### config.mk
export PLATFORM = sky130hd
export DESIGN_NAME = writeback_register_file
export DESIGN_NICKNAME = d
export VERILOG_FILES = /design/src/rtl/writeback_register_file.sv
export SDC_FILE = /design/constraint.sdc
export NUM_CORES = 2
export LEC_CHECK = 0
export BUFFER_PORTS_ARGS = -buffer_cell sky130_fd_sc_hd__buf_2
export CAP_MARGIN = 10
export CORE_MARGIN = 2
export CORE_UTILIZATION = 40
export DETAILED_ROUTE_END_ITERATION = 16
export PLACE_DENSITY = 0.53
export SYNTH_ARGS = -nofsm -noshare
export SYNTH_HDL_FRONTEND = slang
export SYNTH_SLANG_ARGS = --single-unit
### constraint.sdc
create_clock -name CLK -period 4.8 [get_ports CLK]
set_clock_uncertainty 0.1 [all_clocks]
set_input_delay 0.96 -clock CLK [delete_from_list [all_inputs] [get_ports CLK]]
set_output_delay 0.96 -clock CLK [all_outputs]
set_load 0.01 [all_outputs]
### src/rtl/writeback_register_file.sv
// Write-back stage: result select, 32-entry register file with write-through
// read ports, and a per-register pending-write scoreboard that drives decode stall.
module writeback_register_file #(
  parameter int DATA_WIDTH = 32,
  parameter int ADDR_WIDTH = 5,
  parameter int PEND_WIDTH = 2
) (
  input  logic                  CLK,
  input  logic                  RST,
  input  logic                  RegWriteW,
  input  logic                  MemtoRegW,
  input  logic [DATA_WIDTH-1:0] ReadDataW,
  input  logic [DATA_WIDTH-1:0] ALUOutW,
  input  logic [ADDR_WIDTH-1:0] WriteRegW,
  output logic [DATA_WIDTH-1:0] ResultW,
  input  logic [ADDR_WIDTH-1:0] A1,
  input  logic [ADDR_WIDTH-1:0] A2,
  output logic [DATA_WIDTH-1:0] RD1,
  output logic [DATA_WIDTH-1:0] RD2,
  input  logic                  IssueValid,
  input  logic [ADDR_WIDTH-1:0] IssueReg,
  output logic                  IssueFull,
  output logic                  StallD,
  output logic                  ScoreErr
);
  localparam int DEPTH = 1 << ADDR_WIDTH;
  localparam logic [PEND_WIDTH-1:0] PEND_MAX = '1;
  localparam logic [PEND_WIDTH-1:0] PEND_ONE = PEND_WIDTH'(1);

  logic [DEPTH-1:0][DATA_WIDTH-1:0] regs;
  logic [DEPTH-1:0][PEND_WIDTH-1:0] cnt;
  logic dec, inc, pend1, pend2;

  assign ResultW = MemtoRegW ? ReadDataW : ALUOutW;
  assign dec     = RegWriteW && (WriteRegW != '0);

  always_comb begin
    RD1 = regs[A1];
    if (A1 == '0)                       RD1 = '0;
    else if (RegWriteW && WriteRegW == A1) RD1 = ResultW;
    RD2 = regs[A2];
    if (A2 == '0)                       RD2 = '0;
    else if (RegWriteW && WriteRegW == A2) RD2 = ResultW;
  end

  // A last outstanding write retiring this cycle is covered by the bypass.
  assign pend1 = (cnt[A1] != '0) && !(cnt[A1] == PEND_ONE && dec && WriteRegW == A1);
  assign pend2 = (cnt[A2] != '0) && !(cnt[A2] == PEND_ONE && dec && WriteRegW == A2);
  assign StallD    = ((A1 != '0) && pend1) || ((A2 != '0) && pend2);
  assign IssueFull = (cnt[IssueReg] == PEND_MAX) && (IssueReg != '0);
  assign inc       = IssueValid && !StallD && !IssueFull && (IssueReg != '0);

  // Entry 0 of regs/cnt is only ever written by reset, so it reads as zero.
  always_ff @(posedge CLK) begin
    if (RST) begin
      regs     <= '0;
      cnt      <= '0;
      ScoreErr <= 1'b0;
    end else begin
      if (dec) regs[WriteRegW] <= ResultW;
      if (dec && cnt[WriteRegW] == '0) ScoreErr <= 1'b1;
      for (int r = 1; r < DEPTH; r++) begin
        if (inc && IssueReg == ADDR_WIDTH'(r) && !(dec && WriteRegW == ADDR_WIDTH'(r)))
          cnt[r] <= cnt[r] + PEND_ONE;
        else if (dec && WriteRegW == ADDR_WIDTH'(r) && !(inc && IssueReg == ADDR_WIDTH'(r))
                 && cnt[r] != '0)
          cnt[r] <= cnt[r] - PEND_ONE;
      end
    end
  end
endmodule

==> key figures <==
Pwr
  – Internal Dissipation: 15.4 mW
  – Reg power frac: 43.9%
  – Combinational share of power: 10.4%
  – Design Power: 21.0 mW
  – Sw Ratio: 26.4%
  – Maximum VDD drop: 0.000350 V
  – Clk pwr share: 45.7%
  – LEAKAGE: 21.4 nW
  – Cell Pwr Density: 321 mW/mm²
  – Sw Pwr: 5.53 mW

Setup path
  – Startpoint types: input pin
  – Setup crit end kind: output pin
  – Critical path class: input pin to output pin
  – CP Data Required Time: 3.74 ns
  – Crit path max fanout: 40
  – Worst EP arrival: 3.71 ns

Routing
  – Vias per inst: 6.24
  – Drt wl/cell: 27.6 µm
  – 1st-iter DRT viols: 4421
  – DRC viols: 0
  – DR vias: 46600
  – TritonRoute pass-1 iters: 5
  – Post-route ant nets: 0
  – Total wire length: 206000 µm

STA
  – Final min period: 4.77 ns
  – Fin Hold WS: 0.371 ns
  – Fmax: 210 MHz
  – Slew headroom: 25.2%
  – Final Slew Violations: 0
  – Worst-Margin Slew: 1.12 ns
  – Unrepaired setup endpoints after global routing: false
  – Final WS setup: 0.0314 ns
  – Endpoints failing setup: 0
  – Setup_tns: 0 ns
  – Final hold violations: 0
  – Final worst-path cycle share: 99.3%

Place
  – I/O Buffers: 187
  – Worst slack, placed: -0.244 ns
  – Gpl congestion: 0.871
  – Area after DPL: 0.0613 mm²
  – HPWL Detailed: 123000 µm
  – Cell Count Post-Placement: 7238

Synthesis
  – Post-synth ARST share: 0%
  – Synthesized net count: 5671
  – Mean Syn Cell Area: 10.2 µm²
  – Seq/Total Area, Yosys: 38.2%
  – Yosys reg bits: 1087
  – Post-synth EDFFs: 0
  – Netlist cell types: 64
  – Post-synthesis cell count: 5582
  – Post-synthesis instance area: 0.0569 mm²
  – Warnings from Yosys: 0
  – Synth Flop Type: dfxtp_1

Global route
  – First-pass GRT wire length: 307000 µm
  – Initial antenna violation count: 5
  – Largest net degree at the start of global routing: 215
  – Number of global-route vias before repair: 44600
  – Grt ovf: 0
  – GRT Total Usage: 27.9%

Floorplanning
  – FP Rows: 138
  – Die Span X: 381 µm
  – Die area: 0.145 mm²
  – Starting Density: 40.2%
  – CORE AREA: 0.141 mm²
  – # IOs: 188
  – Die H: 381 µm

Finish
  – Final instance area: 0.0654 mm²
  – Area added between synthesis and finish: 15.0%
  – Most common cell after layout, fill and taps aside: nor2_1
  – # nets final: 5560
  – Final core occ: 46.3%
  – Non-Filler Instances: 7464
  – Number of fill cells: 13200
  – Most frequent cells in the layout: nor2_1, dfxtp_1, a211oi_1
  – Layout cells sized above 1: 24.3%

Clock network
  – Clock latency on the worst-skew pair: 0.73 ns
  – CTS clk-pin slew, worst paths: 0.06 ns
  – # hold bufs at CTS: 0
  – # clock sinks: 1087
  – Clock Path Buffers: 3
  – Num CTS Buffers: 121
  – CTS tree: built
  – Number of H-tree levels: 3
  – Root buffer selected by CTS: clkbuf_16

Job
  – Maxcap violations: 0

Outcome
  – Status: finished clean

Min path
  – Hold Crit Class: flop to flop
power groups by stage:
| stage | Clock [mW] | Combinational, mW | Sequential (mW) |
|---|---|---|---|
| after floorplan | 0 | 1.34 | 9.38 |
| after global placement | 0 | 2.16 | 9.41 |
| after detailed placement | 0 | 2.17 | 9.41 |
| after CTS | 9.72 | 2.17 | 9.21 |
| after global routing | 10.1 | 2.31 | 9.22 |
| final | 9.58 | 2.18 | 9.21 |
layer usage:
layer,share of wire [%],vias to the layer above,wire [µm],GRT usage (%)
met5,0,-,0,0
met4,3.4,0,7060,9.49
met3,6.8,332,14000,4.05
met2,47,1793,96200,44.9
met1,43,23300,88800,38.4
li1,-,21100,-,-
kinds of logic after synthesis:
logic type / after synthesis / synth area share, %
buffers and inverters: 726 / 4.99
and+or+nand+nor: 1527 / 11.7
DFF: 1087 / 38.2
xor gates and xnor gates: 13 / 0.200
AOI/OAI and AO/OA: 1435 / 18.6
muxes: 794 / 26.3
sequential cells by signal, indices dropped and copies added, names as in the netlist:
register	count
cnt	62
ScoreErr	1
regs	1024
final timing paths:
kind                                         endpoint  slack, ns  depth (start not counted)             startpoint
worst max-delay path                          RD2[20]       0.03                          8                  A2[0]
worst min-delay path            ScoreErr$_SDFFE_PP0P_       0.37                          2  ScoreErr$_SDFFE_PP0P_
worst max register to register   cnt[22]$_SDFFE_PP0P_       1.31                          9   cnt[18]$_SDFFE_PP0P_
worst min register to register  ScoreErr$_SDFFE_PP0P_       0.37                          2  ScoreErr$_SDFFE_PP0P_
cell type report:
class	count	area [µm²]	share of cell area [%]
Multi-Input combinational cell	3769	32900	50.3
Sequential cell	1087	21800	33.3
Tap cell	1890	2360	3.61
Antenna cell	1	2.50	0.00382
Clock buffer	175	3530	5.40
Inverter	35	131	0.201
Timing Repair Buffer	457	4160	6.36
Clock inverter	50	558	0.853
cell usage after synthesis (17+ instances only):
library cell / n / share of area, %
buf_2: 53 / 0.47
nand3_1: 19 / 0.17
nor3_1: 53 / 0.47
and3_1: 36 / 0.40
o22ai_1: 33 / 0.36
nand2b_1: 32 / 0.35
o21ai_0: 44 / 0.39
o21bai_1: 17 / 0.22
o221ai_1: 29 / 0.45
mux2i_1: 200 / 3.5
nor2_1: 1139 / 7.5
mux4_2: 548 / 22
nand2_1: 86 / 0.57
a221oi_1: 34 / 0.52
o211ai_1: 52 / 0.69
clkbuf_1: 543 / 3.6
a21oi_1: 80 / 0.70
buf_1: 87 / 0.57
nor2b_1: 71 / 0.78
mux2_2: 40 / 0.79
dfxtp_1: 1087 / 38
inv_1: 35 / 0.23
a211oi_1: 1070 / 14
timing repair:
item,CTS,global route
endpoints found under the setup margin,4,1
resized for setup,4,1
setup buffers,0,0
worst max-delay path: stages:
cell      delay, ns
buf_12         0.36
buf_12         0.26
mux4_2         0.52
mux4_2         0.51
mux2i_2        0.50
buf_4          0.27
a211oi_1       0.09
buf_2          0.17
Power figures use the tool's default switching activity.
